===== config.mk =====
export PLATFORM = sky130hd
export DESIGN_NAME = stall_flush_controller
export DESIGN_NICKNAME = d
export VERILOG_FILES = /design/src/rtl/stall_flush_controller.sv
export SDC_FILE = /design/constraint.sdc
export NUM_CORES = 1
export LEC_CHECK = 0
export CORE_UTILIZATION = 54
export CTS_BUF_LIST = sky130_fd_sc_hd__clkbuf_4
export DETAILED_ROUTE_END_ITERATION = 10
export GPL_ROUTABILITY_DRIVEN = 1
export PLACE_DENSITY_LB_ADDON = 0.15
export SLEW_MARGIN = 20
export SYNTH_ARGS = -nofsm -noshare
export SYNTH_HDL_FRONTEND = slang
export SYNTH_SLANG_ARGS = --single-unit
export TNS_END_PERCENT = 20

===== constraint.sdc =====
create_clock -name Clock -period 2.2 [get_ports Clock]
set_clock_uncertainty 0.15 [all_clocks]
set_input_delay 0.22 -clock Clock [delete_from_list [all_inputs] [get_ports Clock]]
set_output_delay 0.22 -clock Clock [all_outputs]
set_load 0.03 [all_outputs]

===== src/rtl/stall_flush_controller.sv =====
// rtl/stall_flush_controller.sv - stall/flush priority, flush sequencing and perf counters
// Flush squashes a concurrent stall because the branch in EX is older than the ID instruction.
module stall_flush_controller #(
   parameter int FLUSH_CYCLES = 1,
   parameter int STALL_LIMIT  = 64,
   parameter int CNT_W        = 16
) (
   input  logic             Clock,
   input  logic             Reset,
   input  logic             Stall_Req,
   input  logic             Branch_Taken,
   input  logic             Count_Clear,
   output logic             PC_Write,
   output logic             IF_ID_Write,
   output logic             IF_ID_Flush,
   output logic             ID_EX_Bubble,
   output logic [CNT_W-1:0] Stall_Count,
   output logic [CNT_W-1:0] Flush_Count,
   output logic             Deadlock
);

   typedef enum logic [1:0] {RUN, STALL, FLUSH} state_t;

   localparam logic [2:0]       FLUSH_RELOAD = 3'(FLUSH_CYCLES > 1 ? FLUSH_CYCLES - 2 : 0);
   localparam logic             MULTI_FLUSH  = (FLUSH_CYCLES > 1);
   localparam logic [15:0]      LIMIT        = 16'(STALL_LIMIT);
   localparam logic [CNT_W-1:0] CNT_MAX      = '1;

   state_t           state_q, state_d;
   logic [2:0]       fcnt_q, fcnt_d;
   logic [15:0]      scons_q, scons_d;
   logic [CNT_W-1:0] stall_cnt_q, stall_cnt_d;
   logic [CNT_W-1:0] flush_cnt_q, flush_cnt_d;
   logic             deadlock_q, deadlock_d;
   logic             flush_cyc, stall_cyc;

   always_comb begin
      flush_cyc    = (state_q == FLUSH) || Branch_Taken;
      stall_cyc    = !flush_cyc && Stall_Req;

      PC_Write     = 1'b1;
      IF_ID_Write  = 1'b1;
      IF_ID_Flush  = 1'b0;
      ID_EX_Bubble = 1'b0;
      if (Reset) begin
         PC_Write     = 1'b0;
         IF_ID_Write  = 1'b0;
         IF_ID_Flush  = 1'b1;
         ID_EX_Bubble = 1'b1;
      end else if (flush_cyc) begin
         IF_ID_Flush  = 1'b1;
         ID_EX_Bubble = 1'b1;
      end else if (stall_cyc) begin
         PC_Write     = 1'b0;
         IF_ID_Write  = 1'b0;
         ID_EX_Bubble = 1'b1;
      end

      state_d = state_q;
      fcnt_d  = fcnt_q;
      if (Branch_Taken) begin
         state_d = MULTI_FLUSH ? FLUSH : RUN;
         fcnt_d  = FLUSH_RELOAD;
      end else if (state_q == FLUSH) begin
         if (fcnt_q == 3'd0) begin
            state_d = RUN;
         end else begin
            fcnt_d = fcnt_q - 3'd1;
         end
      end else begin
         state_d = Stall_Req ? STALL : RUN;
      end

      // Any non-stall cycle breaks the consecutive run.
      scons_d = 16'd0;
      if (stall_cyc) begin
         scons_d = (scons_q >= LIMIT) ? LIMIT : scons_q + 16'd1;
      end

      stall_cnt_d = stall_cnt_q;
      flush_cnt_d = flush_cnt_q;
      deadlock_d  = deadlock_q;
      if (Count_Clear) begin
         stall_cnt_d = '0;
         flush_cnt_d = '0;
         deadlock_d  = 1'b0;
      end else begin
         if (stall_cyc && stall_cnt_q != CNT_MAX) stall_cnt_d = stall_cnt_q + 1'b1;
         if (flush_cyc && flush_cnt_q != CNT_MAX) flush_cnt_d = flush_cnt_q + 1'b1;
         if (stall_cyc && scons_d == LIMIT)       deadlock_d  = 1'b1;
      end
   end

   always_ff @(posedge Clock or posedge Reset) begin
      if (Reset) begin
         state_q     <= RUN;
         fcnt_q      <= 3'd0;
         scons_q     <= 16'd0;
         stall_cnt_q <= '0;
         flush_cnt_q <= '0;
         deadlock_q  <= 1'b0;
      end else begin
         state_q     <= state_d;
         fcnt_q      <= fcnt_d;
         scons_q     <= scons_d;
         stall_cnt_q <= stall_cnt_d;
         flush_cnt_q <= flush_cnt_d;
         deadlock_q  <= deadlock_d;
      end
   end

   assign Stall_Count = stall_cnt_q;
   assign Flush_Count = flush_cnt_q;
   assign Deadlock    = deadlock_q;

endmodule

==> metrics.txt <==
status=completed; Fillers=326; routed wire length=4590 um; Avg Vias per Cell=5.35; leakage=1.24 nW; clk buf depth=2; WP data required=1.83 ns; Initial Utilization=58.1%; switching share of power=25.1%; most instantiated cells after synthesis=dfrtp_1 (49), nor2_1 (39), xnor2_1 (25); CTS clk-pin slew, worst paths=0.14 ns; maximum clock rate=495 MHz; Critical Path Sink Type=output port; NetSw=0.362 mW; H-tree Lvls=2; CTS tree=yes; minimum clock period=2.02 ns; TritonCTS Sinks=49; Internal Power=1.08 mW; area share of the largest cell type after synthesis=50.9%; Vias=1820; critical path class=in2out; fin crit share=91.8%; Syn Area/Cell=10.3 um^2; sequential share of the synthesized area=50.9%; post-detailed-route count of antenna-violating nets=0; Hold Buf Count CTS=0; Crit Path Max Fanout=5; Distinct cells, synth=42; number of enable flip-flop cells after synthesis=0; gr usage total=22.0%; vias in the first global route=1685; PwrDens=483 nW/um^2; overall die width=68.8 um; HPWL Detailed=3260 um; type of the worst min-delay path=in2async; DRT iter0 DRCs=72; ys async rst share=100%; Critical Path Source Type=input pin; top cells by area, synth=dfrtp_1 (51%), xnor2_1 (9.1%), nor2_1 (6.1%), nor4_2 (3.1%), nand3_1 (2.5%); worst hold slack=0.241 ns; layout cell share with drive strength beyond 1=10.0%; Yosys reg bits=49; # rows=23; core area=4140 um^2; total negative setup slack=0 ns; clock share of power=27.2%; # diodes=0; max-slew violation count=0; die height=68.8 um; CP arrival=1.65 ns; initial antenna violation count=0; RePlAce Congestion=0.813; CTS buffer count=5; PortBufs=41; Main synth FF type=dfrtp_1; RSZ-0062 raised after global routing=no; first-pass GRT wire length=7530 um; Comb power frac=8.2%; Synth warnings=0; cell accounting for the most synthesized area=dfrtp_1; postcts setup bufs=0; IO Count=42; Avg WL per Cell=13.5 um; nets@finish=298; Clk Latency, worst-skew pair=0.36 ns; DR DRC count=0; Setup Viol. Count Final=0; maximum vdd drop=437 uV; Synth Instances=234; Relative slew margins=60.5%; Layout Area Growth over Synthesis=23.8%; Slew @ Worst Pin=0.593 ns; grt ovf=0; Post-Syn Area=2410 um^2; Root Buffer=clkbuf_4; largest net degree at the start of global routing=50; most common cell in the synthesized netlist=dfrtp_1; post-cts gate resize count=0; DR pass1 iterations=4; max cap viols=0; Fin. Hold Viols=0; Die ar.=4730 um^2; Seq pwr share=64.5%
power by group through the flow:
| stage | clock (mW) | combinational, mW | sequential, mW |
|---|---|---|---|
| 6_report | 0.392 | 0.119 | 0.928 |
| 5_1_grt | 0.440 | 0.131 | 0.931 |
| 4_1_cts | 0.405 | 0.121 | 0.929 |
| 3_5_place_dp | 0 | 0.120 | 0.946 |
| 3_3_place_gp | 0 | 0.119 | 0.946 |
| 2_1_floorplan | 0 | 0.0595 | 0.959 |
area by class of cell:
| cell class | count | area (um^2) | area share, % |
|---|---|---|---|
| inverter | 7 | 26.3 | 0.881 |
| multi-input combinational | 177 | 1140 | 38.4 |
| clock inverter | 3 | 12.5 | 0.420 |
| tap | 50 | 62.6 | 2.10 |
| clock buffer | 5 | 37.5 | 1.26 |
| timing repair buffer | 49 | 470 | 15.8 |
| sequential | 49 | 1230 | 41.2 |
sequential cells by signal, indices dropped and copies added (netlist names):
name / count
Flush_Count: 16
Stall_Count: 16
scons_q: 16
Deadlock: 1
critical path: stages:
cell and delay [ns]:
clkdlybuf4s50_1 0.48, or3_1 0.36, clkdlybuf4s50_1 0.59
metal layers:
| layer | global-route usage, % | vias to the layer above | wire (um) |
|---|---|---|---|
| met3 | 5.76 | 7 | 236 |
| met4 | 7.40 | 0 | 68 |
| met2 | 35.2 | 46 | 2170 |
| met5 | 0 | - | 0 |
| met1 | 29.0 | 862 | 2120 |
| li1 | - | 905 | - |
cell usage in the layout, fill, tap and decap left out, types with 2 or more instances in the layout:
cell / Yosys / routed
or3_1: 3 / 3
nand3_1: 12 / 12
mux2i_1: 2 / 2
a21oi_1: 10 / 10
nand4_1: 4 / 4
and2_1: 2 / 2
clkdlybuf4s50_1: 0 / 41
nor2b_1: 2 / 2
inv_1: 7 / 6
xnor2_1: 25 / 25
conb_1: 1 / 9
a211oi_1: 5 / 5
and4_1: 3 / 3
clkinv_1: 0 / 2
nand2_1: 14 / 14
or4_1: 2 / 2
dfrtp_1: 49 / 48
a21oi_2: 2 / 2
clkbuf_4: 0 / 5
xor2_1: 2 / 2
nor4_2: 6 / 6
and3_1: 6 / 6
buf_4: 1 / 8
nor2_1: 39 / 39
ha_1: 4 / 4
nor3_1: 8 / 8
cell families after synthesis:
logic type | after synthesis | share of synthesized area [%]
xor gates and xnor gates | 27 | 9.82
other | 1 | 0.156
and+or+nand+nor | 110 | 26.5
adders and majority gates | 4 | 2.08
DFF | 49 | 50.9
muxes | 3 | 1.30
AOI/OAI and AO/OA | 24 | 6.44
buffers and inverters | 16 | 2.81
final timing paths:
kind / from / endpoint / slack, ns / cells past startpoint
worst max-delay path: Branch_Taken / ID_EX_Bubble / 0.18 / 3
min in group Clock: scons_q[0] / scons_q[0] / 0.36 / 1
worst min register to register: scons_q[0] / scons_q[0] / 0.36 / 1
worst max register to register: Stall_Count[10] / Stall_Count[8] / 0.20 / 5
worst min-delay path: Reset / Stall_Count[7] / 0.24 / 3
max in group asynchronous: Reset / Stall_Count[0] / 1.22 / 3
per-stage QoR:
stage / total power, mW / std cells / instance area (um^2) / setup WS [ns] / util, %
after global placement: 1.06 / 332 / 2930 / 0.152 / 70.7
final: 1.44 / 340 / 2980 / 0.180 / 72.0
after detailed placement: 1.07 / 332 / 2930 / 0.111 / 70.7
after CTS: 1.45 / 340 / 2980 / 0.183 / 72.0
after global routing: 1.50 / 340 / 2980 / 0.106 / 72.0
after floorplan: 1.02 / 242 / 2440 / 0.0128 / -
(Power assumes the default switching activity.)
